## config.mk

```make
export PLATFORM = sky130hd
export DESIGN_NAME = vga_timing_gen
export DESIGN_NICKNAME = d
export VERILOG_FILES = /design/src/rtl/vga_timing_gen.sv
export SDC_FILE = /design/constraint.sdc
export NUM_CORES = 1
export LEC_CHECK = 0
export ABC_AREA = 1
export BUFFER_PORTS_ARGS = -buffer_cell sky130_fd_sc_hd__buf_2
export CAP_MARGIN = 5
export CORE_ASPECT_RATIO = 0.8
export CORE_UTILIZATION = 60
export CTS_CLUSTER_DIAMETER = 60
export CTS_CLUSTER_SIZE = 8
export DETAILED_ROUTE_END_ITERATION = 16
export HOLD_SLACK_MARGIN = 0.05
export PLACE_DENSITY = 0.84
export SETUP_SLACK_MARGIN = 0.5
export SLEW_MARGIN = 30
export SYNTH_ARGS = -nofsm -noshare
export SYNTH_HDL_FRONTEND = slang
export SYNTH_SLANG_ARGS = --single-unit
```

## constraint.sdc

```tcl
create_clock -name Clk -period 3.8 [get_ports Clk]
set_clock_uncertainty 0.1 [all_clocks]
set_input_delay 0.19 -clock Clk [delete_from_list [all_inputs] [get_ports Clk]]
set_output_delay 0.19 -clock Clk [all_outputs]
set_load 0.01 [all_outputs]
```

## src/rtl/vga_timing_gen.sv

```systemverilog
// vga_timing_gen: 640x480@60 raster timing (pixel divider, X/Y counters, active flag, syncs, frame strobes).
// Latency: every output is registered from the next counter values, so it changes on the advance edge itself.
// Backpressure: none; free-running raster, strobes are single-Clk pulses and are never held off.
//
// Ports:
//   Clk           system clock, rising edge
//   Reset         asynchronous active-high reset; parks the raster on its last position
//   CounterX      current pixel column, 0..H_TOTAL-1
//   CounterY      current line, 0..V_TOTAL-1
//   inDisplayArea high while (CounterX,CounterY) is inside the visible area
//   hsync/vsync   active-low sync pulses for the connector
//   PixelEn       one-Clk pulse in the first cycle a new position is shown
//   FrameStart    pulse with PixelEn when the raster lands on (0,0)
//   VBlankStart   pulse with PixelEn when the raster lands on (0,V_ACTIVE)
module vga_timing_gen #(
   parameter int CLK_DIV  = 2,
   parameter int H_ACTIVE = 640,
   parameter int H_FP     = 16,
   parameter int H_SYNC   = 96,
   parameter int H_BP     = 48,
   parameter int V_ACTIVE = 480,
   parameter int V_FP     = 10,
   parameter int V_SYNC   = 2,
   parameter int V_BP     = 33
) (
   input  logic       Clk,
   input  logic       Reset,
   output logic [9:0] CounterX,
   output logic [9:0] CounterY,
   output logic       inDisplayArea,
   output logic       hsync,
   output logic       vsync,
   output logic       PixelEn,
   output logic       FrameStart,
   output logic       VBlankStart
);

   localparam int H_TOTAL = H_ACTIVE + H_FP + H_SYNC + H_BP;
   localparam int V_TOTAL = V_ACTIVE + V_FP + V_SYNC + V_BP;

   // A divide-by-one build still needs a one-bit divider register.
   localparam int DIV_W = (CLK_DIV > 1) ? $clog2(CLK_DIV) : 1;
   localparam logic [DIV_W-1:0] DIV_LAST = DIV_W'(CLK_DIV - 1);

   localparam logic [9:0] H_LAST = 10'(H_TOTAL - 1);
   localparam logic [9:0] V_LAST = 10'(V_TOTAL - 1);
   localparam logic [9:0] V_VIS  = 10'(V_ACTIVE);

   // Sync window bounds can reach 1024, so they are compared in 11 bits.
   localparam logic [10:0] H_VIS    = 11'(H_ACTIVE);
   localparam logic [10:0] V_VIS_W  = 11'(V_ACTIVE);
   localparam logic [10:0] HS_START = 11'(H_ACTIVE + H_FP);
   localparam logic [10:0] HS_END   = 11'(H_ACTIVE + H_FP + H_SYNC);
   localparam logic [10:0] VS_START = 11'(V_ACTIVE + V_FP);
   localparam logic [10:0] VS_END   = 11'(V_ACTIVE + V_FP + V_SYNC);

   generate
      if (H_TOTAL > 1024) begin : g_h_total_chk
         $error("vga_timing_gen: H_TOTAL exceeds 1024");
      end
      if (V_TOTAL > 1024) begin : g_v_total_chk
         $error("vga_timing_gen: V_TOTAL exceeds 1024");
      end
      if (CLK_DIV < 1) begin : g_div_chk
         $error("vga_timing_gen: CLK_DIV must be at least 1");
      end
   endgenerate

   logic [DIV_W-1:0] r_div;
   logic [9:0]       r_x;
   logic [9:0]       r_y;
   logic             r_de;
   logic             r_hs;
   logic             r_vs;
   logic             r_pe;
   logic             r_fs;
   logic             r_vb;

   logic             w_adv;
   logic [DIV_W-1:0] w_div_nxt;
   logic             w_x_last;
   logic             w_y_last;
   logic [9:0]       w_x_nxt;
   logic [9:0]       w_y_nxt;
   logic [10:0]      w_x_ext;
   logic [10:0]      w_y_ext;

   assign w_adv     = (r_div == DIV_LAST);
   assign w_div_nxt = w_adv ? '0 : r_div + 1'b1;

   assign w_x_last  = (r_x == H_LAST);
   assign w_y_last  = (r_y == V_LAST);
   assign w_x_nxt   = w_x_last ? 10'd0 : r_x + 10'd1;
   // Y only moves on the X wrap; both wrap together at the last raster position.
   assign w_y_nxt   = w_x_last ? (w_y_last ? 10'd0 : r_y + 10'd1) : r_y;

   assign w_x_ext   = {1'b0, w_x_nxt};
   assign w_y_ext   = {1'b0, w_y_nxt};

   // Flags are computed from the next position so they never lag the counters.
   always_ff @(posedge Clk or posedge Reset) begin
      if (Reset) begin
         r_div <= '0;
         r_x   <= H_LAST;
         r_y   <= V_LAST;
         r_de  <= 1'b0;
         r_hs  <= 1'b1;
         r_vs  <= 1'b1;
         r_pe  <= 1'b0;
         r_fs  <= 1'b0;
         r_vb  <= 1'b0;
      end else begin
         r_div <= w_div_nxt;
         r_pe  <= w_adv;
         r_fs  <= w_adv && (w_x_nxt == 10'd0) && (w_y_nxt == 10'd0);
         r_vb  <= w_adv && (w_x_nxt == 10'd0) && (w_y_nxt == V_VIS);
         if (w_adv) begin
            r_x  <= w_x_nxt;
            r_y  <= w_y_nxt;
            r_de <= (w_x_ext < H_VIS) && (w_y_ext < V_VIS_W);
            r_hs <= !((w_x_ext >= HS_START) && (w_x_ext < HS_END));
            r_vs <= !((w_y_ext >= VS_START) && (w_y_ext < VS_END));
         end
      end
   end

   assign CounterX      = r_x;
   assign CounterY      = r_y;
   assign inDisplayArea = r_de;
   assign hsync         = r_hs;
   assign vsync         = r_vs;
   assign PixelEn       = r_pe;
   assign FrameStart    = r_fs;
   assign VBlankStart   = r_vb;

endmodule

```

==> flow_summary.yaml <==
status:
  status: "finished, final reports clean"
clock_network:
  ctsResizeCount: 0
  cts_root_buf: "clkbuf_8"
  cts_buffer_depth: 2
  htreeDepth: 1
  clk_pin_slew_worst_paths_ns: 0.09
  clk_latency_ns: 0.27
  cts_tree: "built"
  cts_buffers: 3
  cts_setup_buffers: 0
  cts_num_sinks: 27
yosys:
  synth_compound_area_share_pct: 8.32
  ys_warn_count: 0
  yosys.area_share.simple_pct: 40.1
  synth-adder-area-share_pct: 2.82
  synth_area_leader_cell: "dfrtp_1"
  synth-xor-area-share_pct: 0.987
  synth_top_family_by_area: "simple AND/OR/NAND/NOR gates"
  muxShareOfSynthArea_pct: 0
  ys_seq_elements: 27
  netlist_top_cells_area: "dfrtp_1, nand2_1, dfstp_2"
  postSynthCellCount: 269
  syn_avg_cell_area_um2: 6.60
  syn_area_um2: 1770
  yosysSeqAreaShare_pct: 38.9
  syn-num-nets: 275
  netlist.area_leader.share_pct: 21.2
  synth.distinct_cells: 25
critical_path:
  cp_top_family: "simple AND/OR/NAND/NOR gates"
  endpoint_kind: "register"
  worstPathArrival_ns: 2.53
  crit_type: "reg -> reg"
  cp.buffers_inverters: 1
  critical_path.startpoint_type: "register"
  cp-startpoint: "CounterX[0]$_DFFE_PP1P_"
  slowest_delay_ns: 0.61
  cpMostUsedCell: "nand2_1"
  reg2reg_from: "CounterX[0]$_DFFE_PP1P_"
  r2r_setup_slack_ns: 1.35
  path_cells: "ha_1 > nand2_2 > nor2_4 > inv_2 > nor2_4 > nor2_1 > a21oi_1 > nand2_1 > nor2_2 > nand2_1 > nand3_1 > nand2_1"
  path_max_fanout: 14
  slowest_stage: "dfstp_2"
  required_ns: 3.87
worst_hold_path:
  hp-start: "inDisplayArea$_DFFE_PP0P_"
  hold_class: "reg -> reg"
die:
  ios: 28
  rows: 17
  core_region_area_um2: 2790
  die_area_um2: 3180
  start_util_pct: 63.7
  die_h_um: 50.6
  die_width_um: 62.8
timing:
  fin_crit_sh_pct: 64.5
  hold_ws_ns: 0.390
  rsz0062_at_grt: "no"
  timing_hold_violations_final: 0
  worst_slew_pin_slew_ns: 0.614
  clock.fmax_ghz: 0.408
  finalSetupViolations: 0
  finalCriticalPeriod_ns: 2.45
  max_slew_margin_pct: 59.1
  fin_setup_tns_ns: 0
  final-max-slew-violation-count: 0
job:
  maxCapViolCount: 0
layout:
  drive_gt1_share_pct: 17.7
  fin_util_pct: 71.0
  multiInputGateArea_um2: 926
  seqCellArea_um2: 691
  nNetsFinal: 301
  fill_cells: 264
  syn2layout_area_growth_pct: 11.6
  antennaDiodeCount: 0
power:
  leakagePower_nw: 1.01
  vdd_drop_max_v: 0.000192
  power.density_nw_per_um2: 231
placed_design:
  place.gp.congestion: 0.955
  portBuffers: 27
  hpwlAfterDp_um: 3090
global_route:
  grt_usage_pct: 29.2
  top_usage_layer: "met1"
  grt_pass1_vias: 1531
  grt_pass1_wl_um: 7070
  antenna_found_initial: 0
  gr-usage-met1_pct: 44.0
  grt_max_degree: 28
  globalRouteMet2Util_pct: 41.8
  grtUsageMet3_pct: 5.68
  overflow: 0
route:
  wirelength_um: 4180
  routed_via_density: 5.35
  wl_per_cell_um: 12.6
  drtIter0Drc: 133
  drc: 0
  ant_nets: 0
  drtPass1Iterations: 5
  vias: 1777
logic make-up (layout without fill, tap and decap cells):
family	after synthesis	in the layout
buf+inv	39	64
flops	27	27
xor+xnor	2	2
fa+ha+maj	4	4
simple gates	169	169
compound gates	28	28
path summary, 6_finish.rpt:
check	to	cells past startpoint
min	inDisplayArea$_DFFE_PP0P_	2
min reg2reg	inDisplayArea$_DFFE_PP0P_	2
max reg2reg	inDisplayArea$_DFFE_PP0P_	12
min in group asynchronous	inDisplayArea$_DFFE_PP0P_	3
max in group asynchronous	CounterX[8]$_DFFE_PP1P_	3
max	inDisplayArea$_DFFE_PP0P_	12
layout make-up:
type                            instances  area share, %
Tap cell                               38           2.40
Inverter                               31           5.88
Timing Repair Buffer                   29           7.71
Sequential cell                        27           34.9
Clock inverter                          1          0.253
Clock buffer                            3           2.09
Multi-Input combinational cell        203           46.8
cell usage in the layout (no fill, tap or decap), drive strengths merged:
master	instances
or2	2
nand2	99
xnor2	1
inv	30
buf	28
nor2	33
nand4	6
ha	4
clkbuf	3
o21ai	19
nor3	3
xor2	1
o21a	1
clkinv	2
o211ai	2
dfstp	12
nand3	26
dfrtp	15
dlygate4sd3	1
a21oi	6
per-stage QoR:
stage	cells	power, mW	instance area (um^2)	worst slack (ns)
2_1_floorplan	269	0.297	1770	1.79
5_1_grt	332	0.471	1980	1.13
4_1_cts	332	0.462	1980	1.37
3_5_place_dp	327	0.299	1920	1.39
3_3_place_gp	327	0.299	1920	1.43
6_report	332	0.458	1980	1.35
worst reg2reg max path, cell delays in order (launching register included):
cell and delay (ns):
dfstp_2 0.61, ha_1 0.21, nand2_2 0.09, nor2_4 0.16, inv_2 0.08, nor2_4 0.31
nor2_1 0.08, a21oi_1 0.26, nand2_1 0.10, nor2_2 0.12, nand2_1 0.09, nand3_1 0.08
nand2_1 0.05
synth_stat cells:
cell type and instances:
dfrtp_1 15, dfstp_2 12, o21ai_0 19, buf_2 3, clkbuf_1 3, nand2_2 1
nor3_1 3, inv_1 29, nand3_1 26, xor2_1 1, inv_2 1, or2_2 2
nor2_1 30, xnor2_1 1, a21oi_1 6, buf_6 1, ha_1 4, buf_1 1
nand2_1 98, clkinv_1 1, nand4_1 6, nor2_2 1, o211ai_1 2, nor2_4 2
o21a_1 1
repair_timing:
| item | in CTS | in global routing |
|---|---|---|
| hold endpoints to repair | 15 | 0 |
| setup endpoints to repair | 0 | 0 |
| hold buffers | 1 | 0 |
where the power goes:
group / internal (mW) / total (mW) / switching [mW]
Clock: 0.0736 / 0.163 / 0.0897
Sequential: 0.288 / 0.288 / 0
Combinational: 0.00114 / 0.00672 / 0.00558
metal layers:
metal  up-vias  part of all wire, %  wire length [um]
met5         -                    0                 0
met4         0                  1.1                44
li1        899                    -                 -
met3         7                  8.3               348
met1       775                   48              2000
met2        96                   43              1790
Note: power is estimated with default switching activity, not from simulation.
